**config.mk**
```make
export PLATFORM = sky130hd
export DESIGN_NAME = oclib_async_req_ack_arbiter
export DESIGN_NICKNAME = d
export VERILOG_FILES = /design/src/rtl/oclib_pkg.sv /design/src/rtl/oclib_synchronizer.sv /design/src/rtl/oclib_async_req_ack_arbiter.sv
export SDC_FILE = /design/constraint.sdc
export NUM_CORES = 1
export LEC_CHECK = 0
export ABC_AREA = 1
export CORE_MARGIN = 2
export CORE_UTILIZATION = 55
export DETAILED_ROUTE_END_ITERATION = 10
export DONT_BUFFER_PORTS = 1
export GPL_TIMING_DRIVEN = 0
export PLACE_DENSITY = 0.75
export SLEW_MARGIN = 30
export SYNTH_ARGS = -nofsm -noshare
export SYNTH_HDL_FRONTEND = slang
export SYNTH_SLANG_ARGS = --single-unit
```
**constraint.sdc**
```tcl
create_clock -name clock -period 2.75 [get_ports clock]
set_clock_uncertainty 0.05 [all_clocks]
set_input_delay 0.4125 -clock clock [delete_from_list [all_inputs] [get_ports clock]]
set_output_delay 0.4125 -clock clock [all_outputs]
set_load 0.05 [all_outputs]
```
**src/rtl/oclib_pkg.sv**
```systemverilog
// Shared types and helpers for the oclib async req/ack arbiter.
// Holds the handshake state encoding and the round-robin winner search.
package oclib_pkg;

    localparam int MaxPorts = 16;

    typedef enum logic [1:0] {
        StReset,
        StIdle,
        StReq,
        StWait
    } oclib_async_arb_state_e;

    // Returns the first set bit of valid, scanning upward from last+1 with wrap
    // at nports; returns last when nothing is valid.
    function automatic int RoundRobinPick(
        input logic [MaxPorts-1:0] valid,
        input int                  last,
        input int                  nports = MaxPorts
    );
        int   pick;
        int   idx;
        logic found;
        pick  = last;
        found = 1'b0;
        for (int k = 1; k <= MaxPorts; k++) begin
            idx = (last + k) % nports;
            if (k <= nports && !found && valid[idx[3:0]]) begin
                pick  = idx;
                found = 1'b1;
            end
        end
        return pick;
    endfunction

endpackage

```
**src/rtl/oclib_synchronizer.sv**
```systemverilog
// Multi-flop synchronizer for signals arriving from another clock domain.
module oclib_synchronizer #(
    parameter int Width      = 1,
    parameter int SyncCycles = 3
) (
    input  logic             clk_i,
    input  logic             rst_i,
    input  logic [Width-1:0] data_i,
    output logic [Width-1:0] data_o
);

    logic [SyncCycles-1:0][Width-1:0] stage_q;

    always_ff @(posedge clk_i or posedge rst_i) begin
        if (rst_i) begin
            stage_q <= '0;
        end else begin
            stage_q[0] <= data_i;
            for (int i = 1; i < SyncCycles; i++) begin
                stage_q[i] <= stage_q[i-1];
            end
        end
    end

    assign data_o = stage_q[SyncCycles-1];

endmodule

```
**src/rtl/oclib_async_req_ack_arbiter.sv**
```systemverilog
// Round-robin arbiter sharing one four-phase req/ack link between several
// ready/valid requesters; each word is tagged with its source port index.
module oclib_async_req_ack_arbiter
    import oclib_pkg::*;
#(
    parameter int Width         = 8,
    parameter int Ports         = 4,
    parameter int SyncCycles    = 3,
    parameter int TimeoutCycles = 1024,
    localparam int IdWidth      = (Ports > 2) ? $clog2(Ports) : 1
) (
    input  logic                     clock,
    input  logic                     reset,
    input  logic [Ports*Width-1:0]   inData,
    input  logic [Ports-1:0]         inValid,
    output logic [Ports-1:0]         inReady,
    output logic [IdWidth+Width-1:0] outData,
    output logic                     outReq,
    input  logic                     outAck,
    input  logic                     clearError,
    output logic                     timeoutError,
    output logic [IdWidth-1:0]       lastGrant
);

    localparam int RstCntW = (SyncCycles > 1) ? $clog2(SyncCycles + 1) : 1;

    oclib_async_arb_state_e     state_q, state_d;
    logic [RstCntW-1:0]         rst_cnt_q, rst_cnt_d;
    logic                       out_req_q, out_req_d;
    logic [IdWidth+Width-1:0]   out_data_q, out_data_d;
    logic [IdWidth-1:0]         last_grant_q, last_grant_d;
    logic [Ports-1:0]           in_ready;
    logic [IdWidth-1:0]         pick_id;
    logic                       ack_sync;

    oclib_synchronizer #(
        .Width      (1),
        .SyncCycles (SyncCycles)
    ) u_ack_sync (
        .clk_i  (clock),
        .rst_i  (reset),
        .data_i (outAck),
        .data_o (ack_sync)
    );

    assign pick_id = IdWidth'(RoundRobinPick(MaxPorts'(inValid), int'(last_grant_q), Ports));

    always_comb begin
        state_d      = state_q;
        rst_cnt_d    = rst_cnt_q;
        out_req_d    = out_req_q;
        out_data_d   = out_data_q;
        last_grant_d = last_grant_q;
        in_ready     = '0;
        case (state_q)
            // Let the synchronizer refill with live outAck before trusting it.
            StReset: begin
                if (rst_cnt_q == RstCntW'(SyncCycles - 1)) begin
                    state_d = StWait;
                end else begin
                    rst_cnt_d = rst_cnt_q + 1'b1;
                end
            end
            StIdle: begin
                if (|inValid) begin
                    for (int i = 0; i < Ports; i++) begin
                        if (pick_id == IdWidth'(i)) begin
                            in_ready[i] = 1'b1;
                            out_data_d  = {pick_id, inData[i*Width +: Width]};
                        end
                    end
                    out_req_d    = 1'b1;
                    last_grant_d = pick_id;
                    state_d      = StReq;
                end
            end
            StReq: begin
                if (ack_sync) begin
                    out_req_d = 1'b0;
                    state_d   = StWait;
                end
            end
            StWait: begin
                if (!ack_sync) begin
                    state_d = StIdle;
                end
            end
            default: state_d = StReset;
        endcase
    end

    always_ff @(posedge clock or posedge reset) begin
        if (reset) begin
            state_q      <= StReset;
            rst_cnt_q    <= '0;
            out_req_q    <= 1'b0;
            out_data_q   <= '0;
            last_grant_q <= IdWidth'(Ports - 1);
        end else begin
            state_q      <= state_d;
            rst_cnt_q    <= rst_cnt_d;
            out_req_q    <= out_req_d;
            out_data_q   <= out_data_d;
            last_grant_q <= last_grant_d;
        end
    end

    generate
        if (TimeoutCycles > 0) begin : g_timeout
            localparam int CntW = $clog2(TimeoutCycles + 1);
            localparam logic [CntW-1:0] CntMax = CntW'(TimeoutCycles);

            logic [CntW-1:0] cnt_q, cnt_d;
            logic            err_q, err_d;
            logic            running;
            logic            set_err;

            // The flag is set once per stalled handshake, so a clear sticks
            // even while the counter sits saturated.
            always_comb begin
                running = (state_q == StReq) || (state_q == StWait);
                cnt_d   = cnt_q;
                if (state_d == StIdle) begin
                    cnt_d = '0;
                end else if (running && cnt_q != CntMax) begin
                    cnt_d = cnt_q + 1'b1;
                end
                set_err = running && (cnt_d == CntMax) && (cnt_q != CntMax);
                err_d   = err_q;
                if (set_err) begin
                    err_d = 1'b1;
                end else if (clearError) begin
                    err_d = 1'b0;
                end
            end

            always_ff @(posedge clock or posedge reset) begin
                if (reset) begin
                    cnt_q <= '0;
                    err_q <= 1'b0;
                end else begin
                    cnt_q <= cnt_d;
                    err_q <= err_d;
                end
            end

            assign timeoutError = err_q;
        end else begin : g_no_timeout
            logic clear_unused;
            assign clear_unused = clearError;
            assign timeoutError = 1'b0;
        end
    endgenerate

    assign inReady   = in_ready;
    assign outData   = out_data_q;
    assign outReq    = out_req_q;
    assign lastGrant = last_grant_q;

endmodule
```
==> impl_results.md, run 1 <==
- Tot GR Track Use: 0.234
- # setup viols final: 4
- Setup Crit Path Kind: reg2out
- Routed via count: 2232
- Netlist cell types: 29
- Routability congestion estimate: 0.912
- CTS root buffer: clkbuf_8
- Fin crit share: 1.10
- Starting Density: 0.584
- R2R setup slack: 0.16 ns
- Global-route wire length before repair: 9.43 mm
- Antenna-violating nets left: 0
- Synthesized instance count: 362
- Initial DRT Pass Iterations: 4
- Cell family with most CP delay: simple AND/OR/NAND/NOR gates
- Worst R2R End: outData[1]
- Hold Crit Class: in2async
- Top cell by count, worst path: buf_6
- Share of post-route cells with drive strength above 1: 0.187
- Fraction of registers with async set/reset: 1.00
- DRT iter0 DRCs: 150
- H-tree Lvls: 2
- Max_slew headroom: 0.569
- Max Clock Freq: 332 MHz
- Commonest non-fill, non-tap cell in the layout: nand2_1
- Initial antenna violation count: 0
- Slowest stage delay, CP: 0.76 ns
- Post-Route WL: 5.50 mm
- Port buffer count: 0
- Worst Path Max Fanout: 6
- Die height: 69.9 um
- Core Area: 4090 um^2
- Final Hold Fails: 0
- Commonest cells after routing, fill and taps aside: nand2_1 (119), inv_1 (67), nand3_1 (38), dfrtp_1 (30), nor2_1 (16)
- Post-synthesis sequential area ratio: 0.336
- Net count after synthesis: 409
- Vias per cell: 5.13
- Slowest-stage cell, CP: dfstp_4
- Post-route setup slack: -0.266 ns
- Critical R2R Launch: lastGrant[1]
- Bufs on Longest Clock Path: 2
- Worst-path cell chain: clkinvlp_4, buf_6, nand3_4, nand2_4, a21o_1, nand2_1, nand2_2, buf_6, nor3_4
- Worst r2r path cells: 14
- FF+latch count, synth: 32
- Final Net Count: 431
- CTS tree: done
- Fillcell total: 358
- EDFF count, synth: 0
- Clk_lat worst skew: 0.28 ns
- Worst-path clk slew: 0.07 ns
- Yosys warning count: 0
- Dpl hpwl: 3.73 mm
- Inserted Clock Buffers: 5
- DR WL/cell: 12.7 um
- DRC Markers: 0
- Ports: 58
- Worst-Margin Slew: 0.645 ns
- Final Slew Violations: 0
- Synth-to-Final Area Change: 18.7%
- Setup slack at placement: -0.129 ns
- Cell Area, Synth: 2390 um^2
- Final min period: 3.02 ns
- Total gr overflow: 0
- Vias in the first global route: 2201
- Levels on crit path: 9
- Design Area, Final: 2830 um^2
- # clock sinks: 32
- RSZ-0062 raised after global routing: true
- Status: complete, but fails checks
- Top FF cell, synth: dfrtp_1
- Min Hold Slack: 0.0391 ns
- Die Wd: 69.9 um
- Crit. End Element: output port
- Max-Cap Viols: 0
- Cell row count: 23
- Post-synthesis average cell area: 6.59 um^2
- Critical Path Start Type: flip-flop
- Worst EP arrival: 2.55 ns
- Buf/Inv on CP: 3
- Failing checks: negative setup slack
- Die area: 4880 um^2
- N_diodes: 0
- Largest net degree at the start of global routing: 33
- Placed cell area: 2460 um^2
- CP Data Required Time: 2.29 ns
-- through the flow --
step	instances	util	TNS, ns
after global placement	412	0.603	-0.207
after global routing	435	0.694	-1.38
after CTS	433	0.678	-0.527
after detailed placement	412	0.603	-0.275
after floorplan	362	-	-0.00238
final	435	0.694	-0.916
-- per-layer routing --
layer  global-route usage  wire length [um]  vias to the layer above
li1                     -                 -                     1146
met1                0.303              2450                     1020
met4               0.0534                93                        0
met2                0.393              2650                       56
met5                    0                 0                        -
met3               0.0635               311                       10
-- what timing repair did --
item	in CTS	in global routing
setup endpoints to repair	4	4
gates resized for setup	30	11
pin swaps	21	5
gates cloned	0	0
buffers inserted	15	2
hold buffers	0	0
-- worst max-delay path by stage --
stage	startpoint	to	slack, ns
6_report	lastGrant[1]	inReady[0]	-0.27
5_1_grt	lastGrant[1]	inReady[0]	-0.37
4_1_cts	lastGrant[0]	inReady[3]	-0.16
3_5_place_dp	lastGrant[0]	inReady[0]	-0.13
3_3_place_gp	lastGrant[0]	inReady[0]	-0.11
2_1_floorplan	lastGrant[0]	inReady[0]	-0.002
-- registers in the layout, indices dropped and copies added, names as in the netlist --
register	count
u_ack_sync.stage_q	2
u_ack_sync.data_o	1
outReq	1
outData	10
lastGrant	2
g_timeout.cnt_q	11
rst_cnt_q	2
timeoutError	1
state_q	2
-- synthesized netlist by cell type (2+ instances only) --
master	n	share of area
xor2_1	5	0.018
buf_6	3	0.014
o21ai_0	12	0.025
dfstp_2	2	0.022
nor3_1	5	0.010
nand3_1	39	0.082
nand4_1	5	0.013
nand2_8	2	0.017
buf_2	2	0.0042
inv_1	69	0.11
inv_2	3	0.0047
nand2_2	14	0.037
dfrtp_1	30	0.31
nor2_1	18	0.028
a21oi_1	5	0.010
clkbuf_1	2	0.0031
ha_1	7	0.037
nand2_1	127	0.20
nand3_2	2	0.0084
-- layout make-up --
type	count	area [um^2]	area share
timing repair buffer	17	175	0.0618
inverter	73	295	0.104
clock buffer	5	68.8	0.0243
clock inverter	3	23.8	0.00839
multi-input combinational	249	1360	0.478
buffer	6	46.3	0.0163
sequential	32	807	0.285
tap	50	62.6	0.0221
-- cell families (layout without fill, tap and decap cells) --
family          Yosys count  in the layout  synth area share
buf+inv                  81            104             0.148
xor+xnor                  6              6            0.0220
flops                    32             32             0.336
fa+ha+maj                 7              7            0.0367
simple gates            215            215             0.408
compound gates           21             21            0.0493
Power of run 1 is not shown: default switching activity piles up to over one toggle a cycle in this logic, so the estimate is an artifact.
==> run 2, diff against run 1 <==
--- a/config.mk
+++ b/config.mk
@@ -12,6 +12,7 @@
 export DONT_BUFFER_PORTS = 1
 export GPL_TIMING_DRIVEN = 0
 export PLACE_DENSITY = 0.75
+export SETUP_SLACK_MARGIN = 0.4
 export SLEW_MARGIN = 30
 export SYNTH_ARGS = -nofsm -noshare
 export SYNTH_HDL_FRONTEND = slang
==> run 2 against run 1 <==
Against the previous run: the flow still finishes with violations (negative setup slack); clock-buffer cell count is 2 higher; non-clock buffer count fell by 2; design area is 1.3% lower; die area stayed put; critical path type unchanged; highest routed layer unchanged.
==> impl_results.md, run 2 (synthesis gave the netlist of run 1 again) <==
- Share of post-route cells with drive strength above 1: 0.183
- CP Data Required Time: 2.29 ns
- Hold Crit Class: in2async
- FF/Latch Area: 811 um^2
- Die area: 4880 um^2
- Die height: 69.9 um
- Placed Instances: 412
- Routability congestion estimate: 0.919
- Global-route wire length before repair: 9.14 mm
- Bufs on Longest Clock Path: 2
- Most flop-heavy register: g_timeout.cnt_q
- H-tree Lvls: 2
- DRC Markers: 0
- # setup viols final: 4
- Die Wd: 69.9 um
- RSZ-0062 raised after global routing: true
- Max Clock Freq: 347 MHz
- Min Hold Slack: 0.0569 ns
- Routed via count: 2245
- Final Hold Fails: 0
- Inserted Clock Buffers: 5
- Crit. End Element: output port
- Footprint of the multi-input gates: 1350 um^2
- Status: complete, but fails checks
- N_diodes: 0
- Initial DRT Pass Iterations: 5
- Final Util: 0.685
- CTS root buffer: clkbuf_8
- Initial antenna violation count: 0
- Final Net Count: 429
- Clk_lat worst skew: 0.27 ns
- Commonest non-fill, non-tap cell in the layout: nand2_1
- Tot GR Track Use: 0.225
- Vias per cell: 5.18
- Synth-to-Final Area Change: 17.2%
- DRT iter0 DRCs: 184
- Worst-Margin Slew: 0.640 ns
- Port buffer count: 0
- Cell row count: 23
- Starting Density: 0.584
- Final min period: 2.88 ns
- Post-route setup slack: -0.130 ns
- Worst Path Max Fanout: 10
- Dpl hpwl: 3.80 mm
- CTS tree: done
- Largest net degree at the start of global routing: 33
- Antenna-violating nets left: 0
- Fillcell total: 368
- Vias in the first global route: 2138
- DR WL/cell: 12.3 um
- Max_slew headroom: 0.573
- Worst EP arrival: 2.42 ns
- Max-Cap Viols: 0
- Setup Crit Path Kind: reg2out
- Post-Route WL: 5.32 mm
- Total gr overflow: 0
- Final Slew Violations: 0
- Commonest cells after routing, fill and taps aside: nand2_1 (118), inv_1 (66), nand3_1 (38), dfrtp_1 (30), nor2_1 (15)
- Max reg flops: 11
- Core Area: 4090 um^2
- Failing checks: negative setup slack
- Ports: 58
- Critical Path Start Type: flip-flop
- Finished Layout Cells: 433
- Fin crit share: 1.05
- # clock sinks: 32
- Worst-path clk slew: 0.07 ns
run 2: cell count changes in the layout (fill, tap and decap cells not counted), moves of 2 or more:
| cell | before | now |
|---|---|---|
| clkinvlp_4 | 3 | 0 |
| buf_6 | 7 | 4 |
| inv_2 | 2 | 5 |
| clkbuf_1 | 2 | 4 |
run 2: stage by stage:
step	instance area, um^2	setup slack (ns)	TNS, ns
floorplan	2440	0.203	0
global placement	2500	0.0906	0
detailed placement	2500	0.0672	0
CTS	2700	-0.136	-0.275
global route	2800	-0.252	-0.771
finish	2800	-0.130	-0.303
run 2: layer usage:
metal,share of wire,global-route usage,vias to the layer above
met5,0,0,-
met4,0.0039,0.0598,0
met3,0.064,0.0563,2
met2,0.49,0.372,73
met1,0.44,0.294,1029
li1,-,-,1141
run 2: worst max-delay path: stages, from the launching register on:
cell and delay (ns):
dfstp_4 0.71, buf_6 0.16, inv_8 0.05, nand2_2 0.08, nand2_4 0.06, nand2_1 0.07, nand2_2 0.08, a21o_1 0.16
nand2_1 0.06, nand2_2 0.08, buf_6 0.15, nor3_4 0.47
run 2: final cells by class:
cell class / count / area share
timing repair buffer: 13 / 0.0434
multi-input combinational: 249 / 0.484
sequential: 32 / 0.290
clock buffer: 7 / 0.0273
tap: 50 / 0.0224
inverter: 73 / 0.102
buffer: 8 / 0.0291
clock inverter: 1 / 0.00179
run 2: worst paths after layout:
check                                      start                     to  slack (ns)  cells after the start
hold / removal                             reset     g_timeout.cnt_q[3]        0.06                      1
setup / recovery                    lastGrant[0]             inReady[0]       -0.13                     11
max in group asynchronous                  reset             outData[3]        2.18                      1
min in group clock                        outAck  u_ack_sync.stage_q[0]        0.11                      0
hold reg to reg            u_ack_sync.stage_q[1]      u_ack_sync.data_o        0.30                      0
setup reg to reg                    lastGrant[0]             outData[3]        0.34                     18
run 2: what timing repair did:
| item | 4_1_cts | 5_1_grt |
|---|---|---|
| gates cloned | 1 | 0 |
| buffers inserted | 11 | 1 |
| gates resized for setup | 9 | 19 |
| hold buffers | 0 | 0 |
| pin swaps | 5 | 5 |
| setup endpoints to repair | 4 | 13 |
Power of run 2 is left out for the same reason.
==> run 3, diff against run 2 <==
==> constraint.sdc (replaced) <==
create_clock -name clock -period 3.3 [get_ports clock]
set_clock_uncertainty 0.05 [all_clocks]
set_input_delay 0.495 -clock clock [delete_from_list [all_inputs] [get_ports clock]]
set_output_delay 0.495 -clock clock [all_outputs]
set_load 0.05 [all_outputs]
==> run 3 against run 2 <==
Against the previous run: the run now ends clean; first-iteration DRC count fell by 46%; worst setup slack better by 0.42 ns; design area is 1.8% lower; flip-flop and latch count is the same; sequential share of layout area rose by 0.40 points; clock-buffer cell count increased by 1; die area stayed put; utilization down 1.3 points; critical endpoint is now inReady[2]; highest routed layer unchanged.
==> impl_results.md, run 3 (synthesis gave the netlist of run 1 again) <==
- Status: complete, no violations
- Post-Route WL: 5.11 mm
- Worst Path Max Fanout: 6
- Worst-Margin Slew: 0.634 ns
- RSZ-0062 raised after global routing: true
- Antenna-violating nets left: 0
- Slowest-stage cell, CP: dfstp_4
- Max Clock Freq: 332 MHz
- Critical Path Start Type: flip-flop
- CTS root buffer: clkbuf_8
- Vias in the first global route: 2068
- Dpl hpwl: 3.65 mm
- DRC Markers: 0
- Inserted Clock Buffers: 5
- # setup viols final: 0
- Global-route wire length before repair: 8.65 mm
- Top cell by count, worst path: nand2_4
- Cell row count: 23
- CTS tree: done
- Die area: 4880 um^2
- Routability congestion estimate: 0.924
- Clk_lat worst skew: 0.28 ns
- Slowest stage delay, CP: 0.73 ns
- Final Hold Fails: 0
- Largest net degree at the start of global routing: 33
- H-tree Lvls: 2
- Post-route setup slack: 0.291 ns
- Die Wd: 69.9 um
- DR WL/cell: 11.9 um
- Final Slew Violations: 0
- # clock sinks: 32
- Final min period: 3.01 ns
- Core Area: 4090 um^2
- Setup TNS: 0 ns
- Most flop-heavy register: g_timeout.cnt_q
- Starting Density: 0.584
- Tot GR Track Use: 0.213
- Synth-to-Final Area Change: 15.0%
- Worst EP arrival: 2.46 ns
- Final Util: 0.672
- Worst-path cell chain: inv_1, nand2_1, nand2_4, nand2_4, nand2_4, inv_1, nand3_2, nand3_2, nand2_4, inv_4, buf_6, buf_4, nand2_2, nor2_4
- Hold Crit Class: in2async
- Max reg flops: 11
- Max-Cap Viols: 0
- Commonest cells after routing, fill and taps aside: nand2_1 (118), inv_1 (68), nand3_1 (39), dfrtp_1 (30), nor2_1 (16)
- Commonest non-fill, non-tap cell in the layout: nand2_1
- Fin crit share: 0.912
- Final Net Count: 425
- N_diodes: 0
- Share of post-route cells with drive strength above 1: 0.166
- Initial DRT Pass Iterations: 4
- Initial antenna violation count: 0
- Setup slack at placement: 0.291 ns
- Ports: 58
- Max_slew headroom: 0.577
- Total gr overflow: 0
- Setup Crit Path Kind: reg2out
- CP Data Required Time: 2.75 ns
- Crit. End Element: output port
- DRT iter0 DRCs: 99
- Bufs on Longest Clock Path: 2
- Worst-path clk slew: 0.06 ns
- Die height: 69.9 um
- Vias per cell: 5.11
- Placed Instances: 412
- Routed via count: 2191
- Finished Layout Cells: 429
- Port buffer count: 0
==> run 3: cell count changes in the layout (fill, tap and decap cells not counted), sizes merged <==
cell	delta
buf	-4
clkbuf	+1
clkinv	-1
==> run 3: worst paths after layout <==
path	endpoint	depth (start not counted)	slack [ns]	startpoint
worst max-delay path	inReady[2]	14	0.29	lastGrant[1]
worst min-delay path	outReq	1	0.13	reset
worst max register to register	outData[4]	16	0.94	lastGrant[1]
worst min register to register	u_ack_sync.stage_q[1]	0	0.30	u_ack_sync.stage_q[0]
max in group asynchronous	u_ack_sync.stage_q[0]	1	2.66	reset
min in group clock	u_ack_sync.stage_q[0]	0	0.19	outAck
==> run 3: per-stage QoR <==
stage	area [um^2]	hold slack, ns
after floorplan	2400	0.281
final	2750	0.129
after global routing	2750	0.186
after CTS	2650	0.160
after detailed placement	2460	0.285
after global placement	2460	0.284
==> run 3: per-layer routing <==
metal  track usage  share of wire  vias to the layer above  wire length [um]
met3        0.0418          0.047                        7               238
met5             0              0                        -                 0
met4        0.0513         0.0098                        0                50
li1              -              -                     1128                 -
met1         0.277           0.46                     1007              2360
met2         0.365           0.48                       49              2460
==> run 3: cell type report <==
cell class	count	area, um^2
buffer	8	85.1
clock buffer	8	90.1
fill	359	1340
inverter	73	287
multi-input combinational	249	1350
sequential	32	807
tap	50	62.6
timing repair buffer	9	65.1
==> run 3: critical path, delay by kind of cell (launching register included) <==
family / cells / cell delay, ns
and+or+nand+nor: 9 / 0.96
DFF: 1 / 0.73
buffers and inverters: 5 / 0.48
==> run 3: repair_timing <==
item                       in CTS  in global routing
gates cloned                    1                  0
setup buffers                   6                  2
setup endpoints to repair       4                  4
gates resized for setup        12                 22
pin swaps                      13                 12
hold buffers                    0                  0
Power of run 3 is left out for the same reason.
